<file path="src/rtl/scb_arbiter_if.sv">
// -----------------------------------------------------------------------------
// scb_arbiter_if
// Bundles the two request ports and the scratchpad (SCB) port of scb_arbiter.
// Signal suffixes (_i/_o) are named from the arbiter's point of view.
//
//   p0_* / p1_* : single-word request/ack handshake per master
//                 (req, we, addr, wdata, be in; ack, rdata out)
//   scb_*       : scratchpad port (Addr, Data, stb, ce, rd, active-low wr out;
//                 Data_i, rdy_i in)
//
// Modports:
//   slave  - used by scb_arbiter (serves the masters, drives the scratchpad)
//   master - used by the environment (masters plus scratchpad)
// -----------------------------------------------------------------------------
interface scb_arbiter_if #(
  parameter int A = 11,
  parameter int D = 16,
  parameter int B = 2
) ();

  // Port 0 (core load/store)
  logic         p0_req_i;
  logic         p0_we_i;
  logic [A-1:0] p0_addr_i;
  logic [D-1:0] p0_wdata_i;
  logic [B-1:0] p0_be_i;
  logic         p0_ack_o;
  logic [D-1:0] p0_rdata_o;

  // Port 1 (host bridge)
  logic         p1_req_i;
  logic         p1_we_i;
  logic [A-1:0] p1_addr_i;
  logic [D-1:0] p1_wdata_i;
  logic [B-1:0] p1_be_i;
  logic         p1_ack_o;
  logic [D-1:0] p1_rdata_o;

  // Scratchpad port
  logic [A-1:0] scb_Addr_o;
  logic [D-1:0] scb_Data_o;
  logic [D-1:0] scb_Data_i;
  logic [B-1:0] scb_stb_o;
  logic         scb_ce_o;
  logic         scb_rd_o;
  logic         scb_wr_o;
  logic         scb_rdy_i;

  modport slave (
    input  p0_req_i, p0_we_i, p0_addr_i, p0_wdata_i, p0_be_i,
    output p0_ack_o, p0_rdata_o,
    input  p1_req_i, p1_we_i, p1_addr_i, p1_wdata_i, p1_be_i,
    output p1_ack_o, p1_rdata_o,
    output scb_Addr_o, scb_Data_o, scb_stb_o, scb_ce_o, scb_rd_o, scb_wr_o,
    input  scb_Data_i, scb_rdy_i
  );

  modport master (
    output p0_req_i, p0_we_i, p0_addr_i, p0_wdata_i, p0_be_i,
    input  p0_ack_o, p0_rdata_o,
    output p1_req_i, p1_we_i, p1_addr_i, p1_wdata_i, p1_be_i,
    input  p1_ack_o, p1_rdata_o,
    input  scb_Addr_o, scb_Data_o, scb_stb_o, scb_ce_o, scb_rd_o, scb_wr_o,
    output scb_Data_i, scb_rdy_i
  );

endinterface : scb_arbiter_if

</file>
<file path="src/rtl/scb_arbiter.sv">
// -----------------------------------------------------------------------------
// scb_arbiter
// Two-port round-robin arbiter and sequencer in front of the 2 KB scratchpad.
// One single-word access is in flight at a time:
//   write: IDLE -> ISSUE -> ACK -> IDLE
//   read : IDLE -> ISSUE -> CAPTURE -> ACK -> IDLE
// ISSUE is extended while scb_rdy_i is low.
//
// Ports:
//   clk_i - clock, all state changes on the rising edge
//   rst_i - synchronous active-high reset (aborts any access in flight)
//   bus   - scb_arbiter_if.slave: both master ports and the scratchpad port
//
// The winner's request is registered on entry to ISSUE; every scb_* output is
// decoded from the state and those registers only, never from pN_* inputs.
// -----------------------------------------------------------------------------
module scb_arbiter #(
  parameter int A = 11,  // byte address width (bit 10 = bank, 9:1 = word)
  parameter int D = 16,  // data width
  parameter int B = 2    // byte strobes
) (
  input  logic         clk_i,
  input  logic         rst_i,
  scb_arbiter_if.slave bus
);

  typedef enum logic [1:0] {
    ST_IDLE    = 2'd0,
    ST_ISSUE   = 2'd1,
    ST_CAPTURE = 2'd2,
    ST_ACK     = 2'd3
  } state_e;

  state_e       state_q,      state_d;
  logic         last_grant_q, last_grant_d;  // 1 = port 1 was granted last
  logic         grant_q,      grant_d;       // port owning the current access
  logic         we_q,         we_d;
  logic [A-1:0] addr_q,       addr_d;
  logic [D-1:0] wdata_q,      wdata_d;
  logic [B-1:0] be_q,         be_d;
  logic [D-1:0] rdata0_q,     rdata0_d;
  logic [D-1:0] rdata1_q,     rdata1_d;

  logic         any_req;
  logic         pick_p1;
  logic         ce;
  logic         rd;
  logic         wr_n;
  logic [B-1:0] stb;
  logic         ack0;
  logic         ack1;

  assign any_req = bus.p0_req_i | bus.p1_req_i;

  // Port 1 wins when it is the only requester, or when both request and
  // port 0 was the last one served.
  assign pick_p1 = bus.p1_req_i & (~bus.p0_req_i | ~last_grant_q);

  // Next-state and output decode.
  // NOTE: every signal written here gets a default first, so no path leaves
  // one unassigned and no latch is inferred.
  always_comb begin
    state_d      = state_q;
    last_grant_d = last_grant_q;
    grant_d      = grant_q;
    we_d         = we_q;
    addr_d       = addr_q;
    wdata_d      = wdata_q;
    be_d         = be_q;
    rdata0_d     = rdata0_q;
    rdata1_d     = rdata1_q;
    ce           = 1'b0;
    rd           = 1'b0;
    wr_n         = 1'b1;
    stb          = '0;
    ack0         = 1'b0;
    ack1         = 1'b0;

    case (state_q)
      ST_IDLE: begin
        if (any_req) begin
          grant_d      = pick_p1;
          last_grant_d = pick_p1;
          we_d         = pick_p1 ? bus.p1_we_i    : bus.p0_we_i;
          addr_d       = pick_p1 ? bus.p1_addr_i  : bus.p0_addr_i;
          wdata_d      = pick_p1 ? bus.p1_wdata_i : bus.p0_wdata_i;
          be_d         = pick_p1 ? bus.p1_be_i    : bus.p0_be_i;
          state_d      = ST_ISSUE;
        end
      end

      ST_ISSUE: begin
        ce   = 1'b1;
        stb  = be_q;
        wr_n = ~we_q;
        rd   = ~we_q;
        if (bus.scb_rdy_i) begin
          state_d = we_q ? ST_ACK : ST_CAPTURE;
        end
      end

      // No strobe is active, but ce and the held address keep the
      // scratchpad's bank output mux on the bank that was just read.
      ST_CAPTURE: begin
        ce = 1'b1;
        rd = 1'b1;
        if (grant_q) begin
          rdata1_d = bus.scb_Data_i;
        end else begin
          rdata0_d = bus.scb_Data_i;
        end
        state_d = ST_ACK;
      end

      // Outputs as in IDLE; requests are not sampled here.
      ST_ACK: begin
        ack0    = ~grant_q;
        ack1    = grant_q;
        state_d = ST_IDLE;
      end

      default: begin
        state_d = ST_IDLE;
      end
    endcase
  end

  // NOTE: state registers use non-blocking assignments so every flop samples
  // the values from before this edge, independent of process ordering.
  always_ff @(posedge clk_i) begin
    if (rst_i) begin
      state_q      <= ST_IDLE;
      last_grant_q <= 1'b1;
      grant_q      <= 1'b0;
      we_q         <= 1'b0;
      addr_q       <= '0;
      wdata_q      <= '0;
      be_q         <= '0;
      rdata0_q     <= '0;
      rdata1_q     <= '0;
    end else begin
      state_q      <= state_d;
      last_grant_q <= last_grant_d;
      grant_q      <= grant_d;
      we_q         <= we_d;
      addr_q       <= addr_d;
      wdata_q      <= wdata_d;
      be_q         <= be_d;
      rdata0_q     <= rdata0_d;
      rdata1_q     <= rdata1_d;
    end
  end

  assign bus.scb_Addr_o = addr_q;
  assign bus.scb_Data_o = wdata_q;
  assign bus.scb_stb_o  = stb;
  assign bus.scb_ce_o   = ce;
  assign bus.scb_rd_o   = rd;
  assign bus.scb_wr_o   = wr_n;
  assign bus.p0_ack_o   = ack0;
  assign bus.p1_ack_o   = ack1;
  assign bus.p0_rdata_o = rdata0_q;
  assign bus.p1_rdata_o = rdata1_q;

endmodule : scb_arbiter

</file>
<file path="src/flat_wrapper.sv">
// flat-port wrapper written by rule: the top's interface ports become plain ports
module scb_arbiter_flat 
#(
  parameter int A = 11,                                                   
  parameter int D = 16,               
  parameter int B = 2                   
)
  (clk_i, rst_i, bus_p0_req_i, bus_p0_we_i, bus_p0_addr_i, bus_p0_wdata_i, bus_p0_be_i, bus_p0_ack_o, bus_p0_rdata_o, bus_p1_req_i, bus_p1_we_i, bus_p1_addr_i, bus_p1_wdata_i, bus_p1_be_i, bus_p1_ack_o, bus_p1_rdata_o, bus_scb_Addr_o, bus_scb_Data_o, bus_scb_stb_o, bus_scb_ce_o, bus_scb_rd_o, bus_scb_wr_o, bus_scb_Data_i, bus_scb_rdy_i);
  scb_arbiter_if #(.A(A), .D(D), .B(B)) bus_i ();
  input  logic clk_i;
  input  logic rst_i;
  input wire logic [$bits(bus_i.p0_req_i)-1:0] bus_p0_req_i;
  input wire logic [$bits(bus_i.p0_we_i)-1:0] bus_p0_we_i;
  input wire logic [$bits(bus_i.p0_addr_i)-1:0] bus_p0_addr_i;
  input wire logic [$bits(bus_i.p0_wdata_i)-1:0] bus_p0_wdata_i;
  input wire logic [$bits(bus_i.p0_be_i)-1:0] bus_p0_be_i;
  output wire logic [$bits(bus_i.p0_ack_o)-1:0] bus_p0_ack_o;
  output wire logic [$bits(bus_i.p0_rdata_o)-1:0] bus_p0_rdata_o;
  input wire logic [$bits(bus_i.p1_req_i)-1:0] bus_p1_req_i;
  input wire logic [$bits(bus_i.p1_we_i)-1:0] bus_p1_we_i;
  input wire logic [$bits(bus_i.p1_addr_i)-1:0] bus_p1_addr_i;
  input wire logic [$bits(bus_i.p1_wdata_i)-1:0] bus_p1_wdata_i;
  input wire logic [$bits(bus_i.p1_be_i)-1:0] bus_p1_be_i;
  output wire logic [$bits(bus_i.p1_ack_o)-1:0] bus_p1_ack_o;
  output wire logic [$bits(bus_i.p1_rdata_o)-1:0] bus_p1_rdata_o;
  output wire logic [$bits(bus_i.scb_Addr_o)-1:0] bus_scb_Addr_o;
  output wire logic [$bits(bus_i.scb_Data_o)-1:0] bus_scb_Data_o;
  output wire logic [$bits(bus_i.scb_stb_o)-1:0] bus_scb_stb_o;
  output wire logic [$bits(bus_i.scb_ce_o)-1:0] bus_scb_ce_o;
  output wire logic [$bits(bus_i.scb_rd_o)-1:0] bus_scb_rd_o;
  output wire logic [$bits(bus_i.scb_wr_o)-1:0] bus_scb_wr_o;
  input wire logic [$bits(bus_i.scb_Data_i)-1:0] bus_scb_Data_i;
  input wire logic [$bits(bus_i.scb_rdy_i)-1:0] bus_scb_rdy_i;
  assign bus_i.p0_req_i = bus_p0_req_i;
  assign bus_i.p0_we_i = bus_p0_we_i;
  assign bus_i.p0_addr_i = bus_p0_addr_i;
  assign bus_i.p0_wdata_i = bus_p0_wdata_i;
  assign bus_i.p0_be_i = bus_p0_be_i;
  assign bus_p0_ack_o = bus_i.p0_ack_o;
  assign bus_p0_rdata_o = bus_i.p0_rdata_o;
  assign bus_i.p1_req_i = bus_p1_req_i;
  assign bus_i.p1_we_i = bus_p1_we_i;
  assign bus_i.p1_addr_i = bus_p1_addr_i;
  assign bus_i.p1_wdata_i = bus_p1_wdata_i;
  assign bus_i.p1_be_i = bus_p1_be_i;
  assign bus_p1_ack_o = bus_i.p1_ack_o;
  assign bus_p1_rdata_o = bus_i.p1_rdata_o;
  assign bus_scb_Addr_o = bus_i.scb_Addr_o;
  assign bus_scb_Data_o = bus_i.scb_Data_o;
  assign bus_scb_stb_o = bus_i.scb_stb_o;
  assign bus_scb_ce_o = bus_i.scb_ce_o;
  assign bus_scb_rd_o = bus_i.scb_rd_o;
  assign bus_scb_wr_o = bus_i.scb_wr_o;
  assign bus_i.scb_Data_i = bus_scb_Data_i;
  assign bus_i.scb_rdy_i = bus_scb_rdy_i;
  scb_arbiter #(.A(A), .D(D), .B(B)) u_core (.clk_i(clk_i), .rst_i(rst_i), .bus(bus_i));
endmodule
</file>
<file path="config.mk">
export PLATFORM = sky130hd
export DESIGN_NAME = scb_arbiter_flat
export DESIGN_NICKNAME = d
export VERILOG_FILES = /design/src/rtl/scb_arbiter_if.sv /design/src/rtl/scb_arbiter.sv /design/src/flat_wrapper.sv
export SDC_FILE = /design/constraint.sdc
export NUM_CORES = 1
export LEC_CHECK = 0
export BUFFER_PORTS_ARGS = -buffer_cell sky130_fd_sc_hd__buf_4
export CORE_ASPECT_RATIO = 1.2
export CORE_MARGIN = 2
export CORE_UTILIZATION = 48
export DETAILED_ROUTE_END_ITERATION = 8
export PLACE_DENSITY = 0.87
export RECOVER_POWER = 50
export SYNTH_ARGS = -nofsm -noshare
export SYNTH_HDL_FRONTEND = slang
export SYNTH_SLANG_ARGS = --single-unit
export TNS_END_PERCENT = 50
</file>
<file path="constraint.sdc">
create_clock -name clk_i -period 2.4 [get_ports clk_i]
set_input_delay 0.24 -clock clk_i [delete_from_list [all_inputs] [get_ports clk_i]]
set_output_delay 0.24 -clock clk_i [all_outputs]
set_load 0.02 [all_outputs]
</file>
==> results.py, run 1 <==
metrics = {
    "power": {
        "clockPowerShare": 0.233,
        "sequentialPowerShare": 0.349,
        "p_sw_mw": 1.73,
        "swShare": 0.393,
        "p_per_area_mw_per_mm2": 1150,
        "ir_drop_v": 0.000666,
        "p_comb_frac": 0.418,
        "p_int_mw": 2.68,
        "power_leakage_nw": 1.57,
    },
    "layout": {
        "synthToLayoutAreaGrowth_pct": 38.4,
        "stdcell_count": 546,
        "drive_gt1_frac": 0.237,
        "fin_util": 0.680,
        "final_cell_mix": "nand2_1, buf_4, dfxtp_1",
        "fillers": 530,
        "fin_nets": 564,
        "antennaDiodeCount": 0,
        "layout_commonest_cell": "nand2_1",
        "design_area_mm2": 0.00383,
    },
    "floorplan": {
        "initial_core_util": 0.491,
        "die_h_um": 87.2,
        "row_count": 30,
        "chipWidth_um": 73.3,
        "core_area_mm2": 0.00563,
        "ios": 147,
        "die_area_mm2": 0.00639,
    },
    "grt": {
        "grt_overflow": 0,
        "grt_max_degree": 67,
        "groute.usage.overall": 0.243,
        "grt_pass1_wl_mm": 12.2,
        "antenna_found_initial": 0,
        "grt_pass1_vias": 2823,
    },
    "worst_setup_path": {
        "rr_worst_depth": 5,
        "rrSetupSlack_ps": 420,
        "startpoint_type": "register",
        "r2r-start": "u_core.state_q[0]",
        "end_kind": "register",
        "critPathMaxFanout": 16,
        "critPathRequiredTime_ps": 2650,
        "critical_path_class": "reg -> reg",
        "regToRegEndpoint": "u_core.bus.p0_rdata_o[1]",
        "cp.arrival_ps": 2230,
    },
    "clock_network": {
        "clockBufferDepth": 2,
        "clock_latency_ps": 330,
        "cts_resized": 0,
        "postCtsSetupRepairBufs": 0,
        "numCtsBuffers": 9,
        "hold_buffers": 0,
        "cts_tree": "built",
        "htreeDepth": 3,
        "cts.clk_slew.worst_paths_ps": 70,
        "root_buffer": "clkbuf_8",
        "clkSinkCount": 66,
    },
    "detailed_routing": {
        "vias": 2892,
        "drt-total-wl_mm": 7.56,
        "avgRoutedWirePerCell_um": 13.9,
        "avgViaCountPerCell": 5.30,
        "ant_nets": 0,
        "drtIter0Drc": 99,
        "drc": 0,
        "first_pass_iters": 6,
    },
    "sta": {
        "finalHoldViolations": 0,
        "max_freq_mhz": 505,
        "period_minus_slack_ps": 1980,
        "worst_slew_pin_slew_ps": 1340,
        "relSlewSlack": 0.101,
        "skew_ps": 7.96,
        "rsz0062_at_grt": "false",
        "setup_violations": 0,
        "fin_crit_sh": 0.825,
        "tns_ps": 0,
        "drv_slew": 0,
    },
    "yosys": {
        "netlist-cell-type-count": 29,
        "syn_area_mm2": 0.00277,
        "yosys_warnings": 0,
        "netlist.area_leader.share": 0.478,
        "synth_top_family_by_area": "compound AO/OA/AOI/OAI gates",
        "synth_area_per_cell_um2": 8.04,
        "muxShareOfSynthArea": 0,
        "synthSimpleGateAreaFrac": 0.205,
        "synth_xor_area_frac": 0,
        "seq_area_frac_synth": 0.478,
        "synthTopCellsByArea": "dfxtp_1, nand2_1, a21oi_1",
        "synth_fa_ha_area_frac": 0.0226,
        "syn_inst": 344,
        "synth_compound_area_frac": 0.246,
        "ys_ff_latch": 66,
        "synth.net_count": 430,
        "yosysTopAreaCell": "dfxtp_1",
    },
    "place": {
        "dpl.hpwl_mm": 5.54,
        "dp.cells": 531,
        "gp_congestion": 0.759,
        "place.port_buffers": 146,
        "postPlaceCellArea_mm2": 0.00385,
    },
    "min_path": {
        "hp-class": "in -> reg",
        "hold_end": "u_core.bus.scb_Data_o[14]",
        "whs_path_depth": 3,
        "min_from": "bus_p0_wdata_i[14]",
    },
    "outcome": {
        "status": "finished, final reports clean",
    },
    "job": {
        "maxCapViolCount": 0,
    },
}
## worst max path at each step
stage | startpoint | to | cells after the start
after global placement | u_core.state_q[0] | u_core.bus.p0_rdata_o[13] | 5
final | u_core.state_q[0] | u_core.bus.p0_rdata_o[1] | 5
after detailed placement | u_core.state_q[0] | u_core.bus.p0_rdata_o[8] | 5
after CTS | u_core.state_q[0] | u_core.bus.p0_rdata_o[1] | 5
after floorplan | u_core.state_q[0] | u_core.state_q[1] | 5
after global routing | u_core.last_grant_q | u_core.bus.scb_Addr_o[9] | 3
## logic make-up after synthesis
kind of cell,count (synthesis)
and+or+nand+nor,141
adders and majority gates,5
buffers and inverters,28
AOI/OAI and AO/OA,104
DFF,66
## registers in the layout (all words and copies together), names as in the netlist
name / cells
u_core.we_q: 1
u_core.bus.p0_rdata_o: 16
u_core.last_grant_q: 1
u_core.grant_q: 1
u_core.state_q: 2
u_core.bus.scb_Addr_o: 11
u_core.be_q: 2
u_core.bus.p1_rdata_o: 16
u_core.bus.scb_Data_o: 16
## through the flow
stage                     total power, mW  hold WS, ps  worst slack, ps
after global routing                 4.71          160              165
after detailed placement             3.63          447              478
after floorplan                      2.86          376              975
after global placement               3.58          443              590
final                                4.41          161              419
after CTS                            4.66          147              431
## power by group through the flow
stage | logic [mW] | registers, mW | clock network, mW
final | 1.84 | 1.54 | 1.03
after global routing | 2.04 | 1.58 | 1.09
after CTS | 2.07 | 1.55 | 1.05
after detailed placement | 2.06 | 1.57 | 0
after global placement | 2.02 | 1.56 | 0
after floorplan | 1.02 | 1.84 | 0
## cell type report
class                   count  area, um^2  share of cell area
clock buffers              13         159              0.0415
clock inverters             2        60.1              0.0157
inverters                   2        7.51             0.00196
multi-input cells         250        1310               0.341
flip-flops and latches     66        1320               0.345
well taps                  64        80.1              0.0209
repair buffers            149         895               0.234
## synthesized netlist by cell type (all sizes together)
master  count
nand2      96
dfxtp      66
a21oi      64
nor2       31
a211oi     30
buf        17
clkbuf      9
ha          5
and2        4
nor2b       3
a31oi       2
inv         2
nand2b      2
o21a        2
or2         2
a21bo       1
a21boi      1
a21o        1
a22oi       1
a311oi      1
nand3       1
nor3b       1
o21ai       1
or3b        1
## critical path, stage by stage (launching register included)
cell,delay [ps]
dfxtp_1,340
inv_1,130
ha_1,240
nor2b_1,880
nand2_1,140
a21oi_1,170
## routing by layer
| metal | GRT usage | vias up | routed length (um) |
|---|---|---|---|
| met2 | 0.416 | 143 | 3830 |
| met1 | 0.268 | 1322 | 2900 |
| met3 | 0.0856 | 8 | 754 |
| met4 | 0.111 | 0 | 80 |
| li1 | - | 1419 | - |
| met5 | 0 | - | 0 |
(Power assumes the default switching activity.)
==> run 2, diff against run 1 <==
--- a/config.mk
+++ b/config.mk
@@ -8,9 +8,9 @@
 export BUFFER_PORTS_ARGS = -buffer_cell sky130_fd_sc_hd__buf_4
 export CORE_ASPECT_RATIO = 1.2
 export CORE_MARGIN = 2
-export CORE_UTILIZATION = 48
+export CORE_UTILIZATION = 45
 export DETAILED_ROUTE_END_ITERATION = 8
-export PLACE_DENSITY = 0.87
+export PLACE_DENSITY = 0.82
 export RECOVER_POWER = 50
 export SYNTH_ARGS = -nofsm -noshare
 export SYNTH_HDL_FRONTEND = slang
==> constraint.sdc (replaced) <==
create_clock -name clk_i -period 1.91 [get_ports clk_i]
set_input_delay 0.191 -clock clk_i [delete_from_list [all_inputs] [get_ports clk_i]]
set_output_delay 0.191 -clock clk_i [all_outputs]
set_load 0.02 [all_outputs]
==> results.py, run 2 (same netlist as run 1, synthesis figures left out) <==
metrics = {
    "worst_setup_path": {
        "critPathMaxFanout": 24,
        "critPathRequiredTime_ps": 2140,
        "end_kind": "register",
        "rr_worst_depth": 6,
        "rrSetupSlack_ps": 210,
        "regToRegEndpoint": "u_core.bus.scb_Data_o[4]",
        "slowest_delay_ps": 390,
        "crit_chain": "inv_1 -> ha_1 -> o21ai_2 -> buf_12 -> a21oi_1 -> a211oi_1",
        "crit_path_start": "u_core.state_q[0]",
        "cp.arrival_ps": 1930,
        "endpoint": "u_core.bus.scb_Data_o[4]",
        "critical_path_class": "reg -> reg",
        "cpMaxStageDelayCell": "dfxtp_1",
        "startpoint_type": "register",
        "r2r-start": "u_core.state_q[0]",
    },
    "floorplan": {
        "row_count": 31,
        "chipWidth_um": 75.6,
        "core_area_mm2": 0.00597,
        "die_h_um": 89.9,
        "initial_core_util": 0.463,
        "ios": 147,
        "die_area_mm2": 0.00679,
    },
    "sta": {
        "finalHoldViolations": 0,
        "fin_ws_ps": 209,
        "period_minus_slack_ps": 1700,
        "relSlewSlack": 0.513,
        "worst_slew_pin_slew_ps": 730,
        "rsz0062_at_grt": "false",
        "drv_slew": 0,
        "fin_crit_sh": 0.891,
        "skew_ps": 5.94,
        "setup_violations": 0,
        "tns_ps": 0,
        "max_freq_mhz": 588,
    },
    "power": {
        "swShare": 0.412,
        "sequentialPowerShare": 0.364,
        "ir_drop_v": 0.000752,
        "p_per_area_mw_per_mm2": 1380,
        "p_comb_frac": 0.450,
        "p_int_mw": 3.13,
        "power_leakage_nw": 1.58,
        "clockPowerShare": 0.186,
        "p_sw_mw": 2.20,
    },
    "detailed_routing": {
        "avgViaCountPerCell": 5.11,
        "avgRoutedWirePerCell_um": 13.2,
        "drc": 0,
        "vias": 2906,
        "ant_nets": 0,
        "drt-total-wl_mm": 7.52,
        "drtIter0Drc": 100,
        "first_pass_iters": 4,
    },
    "layout": {
        "synthToLayoutAreaGrowth_pct": 39.7,
        "final_cell_mix": "nand2_1, buf_4, dfxtp_1",
        "antennaDiodeCount": 0,
        "fin_nets": 568,
        "drive_gt1_frac": 0.246,
        "design_area_mm2": 0.00386,
        "layout_commonest_cell": "nand2_1",
        "fillers": 607,
    },
    "grt": {
        "groute.usage.overall": 0.228,
        "grt_max_degree": 67,
        "antenna_found_initial": 0,
        "grt_pass1_vias": 2918,
        "grt_overflow": 0,
        "grt_pass1_wl_mm": 12.4,
    },
    "place": {
        "post-place-ws_ps": 81.4,
        "gp_congestion": 0.770,
        "place.port_buffers": 146,
        "postPlaceCellArea_mm2": 0.00393,
        "dpl.hpwl_mm": 5.49,
    },
    "clock_network": {
        "cts.clk_slew.worst_paths_ps": 70,
        "clkSinkCount": 66,
        "postCtsSetupRepairBufs": 0,
        "clock_latency_ps": 320,
        "hold_buffers": 0,
        "htreeDepth": 3,
        "root_buffer": "clkbuf_8",
        "cts_resized": 0,
        "cts_tree": "built",
        "clockBufferDepth": 2,
        "numCtsBuffers": 9,
    },
    "min_path": {
        "hp-class": "in -> reg",
    },
    "outcome": {
        "status": "finished, final reports clean",
    },
    "job": {
        "maxCapViolCount": 0,
    },
}
-- run 2: layout make-up --
class,instances,area [um^2],area share
Clock buffer,13,149,0.0385
Inverter,2,7.51,0.00194
Sequential cell,66,1320,0.342
Clock inverter,3,15.0,0.00389
Tap cell,82,103,0.0266
Multi-Input combinational cell,250,1320,0.340
Timing Repair Buffer,153,953,0.247
-- run 2: worst min path at each step --
| stage | depth (start not counted) | slack [ps] | start | to |
|---|---|---|---|---|
| after floorplan | 2 | 330 | bus_scb_Data_i[10] | u_core.bus.p0_rdata_o[10] |
| after global placement | 2 | 440 | u_core.bus.p1_rdata_o[8] | u_core.bus.p1_rdata_o[8] |
| after detailed placement | 2 | 450 | u_core.bus.p1_rdata_o[4] | u_core.bus.p1_rdata_o[4] |
| after CTS | 3 | 100 | bus_p0_be_i[0] | u_core.be_q[0] |
| after global routing | 3 | 120 | bus_p0_addr_i[8] | u_core.bus.scb_Addr_o[8] |
| final | 3 | 110 | bus_p0_be_i[0] | u_core.be_q[0] |
-- run 2: critical path, delay by kind of cell (launching register included) --
family / cells / cell delay [ps]
AOI/OAI and AO/OA: 3 / 580
DFF: 1 / 390
adders and majority gates: 1 / 290
buffers and inverters: 2 / 340
-- run 2: routing by layer --
layer	vias up	GRT usage	share of wire
met5	-	0	0
met4	0	0.0921	0.0090
met3	6	0.0706	0.086
met2	121	0.386	0.50
met1	1347	0.259	0.40
li1	1432	-	-
-- run 2: per-stage QoR --
| step | total power [mW] | std cells | hold WS [ps] | util |
|---|---|---|---|---|
| detailed placement | 4.64 | 553 | 449 | 0.658 |
| global placement | 4.57 | 553 | 443 | 0.658 |
| finish | 5.33 | 569 | 111 | 0.647 |
| floorplan | 3.60 | 344 | 327 | - |
| CTS | 5.62 | 569 | 99.8 | 0.685 |
| global route | 5.71 | 569 | 115 | 0.647 |
-- run 2: power groups by stage --
| stage | clock [mW] | combinational (mW) | sequential, mW |
|---|---|---|---|
| floorplan | 0 | 1.29 | 2.31 |
| global placement | 0 | 2.61 | 1.95 |
| detailed placement | 0 | 2.67 | 1.97 |
| CTS | 1.00 | 2.67 | 1.95 |
| global route | 1.06 | 2.66 | 1.99 |
| finish | 0.990 | 2.40 | 1.94 |
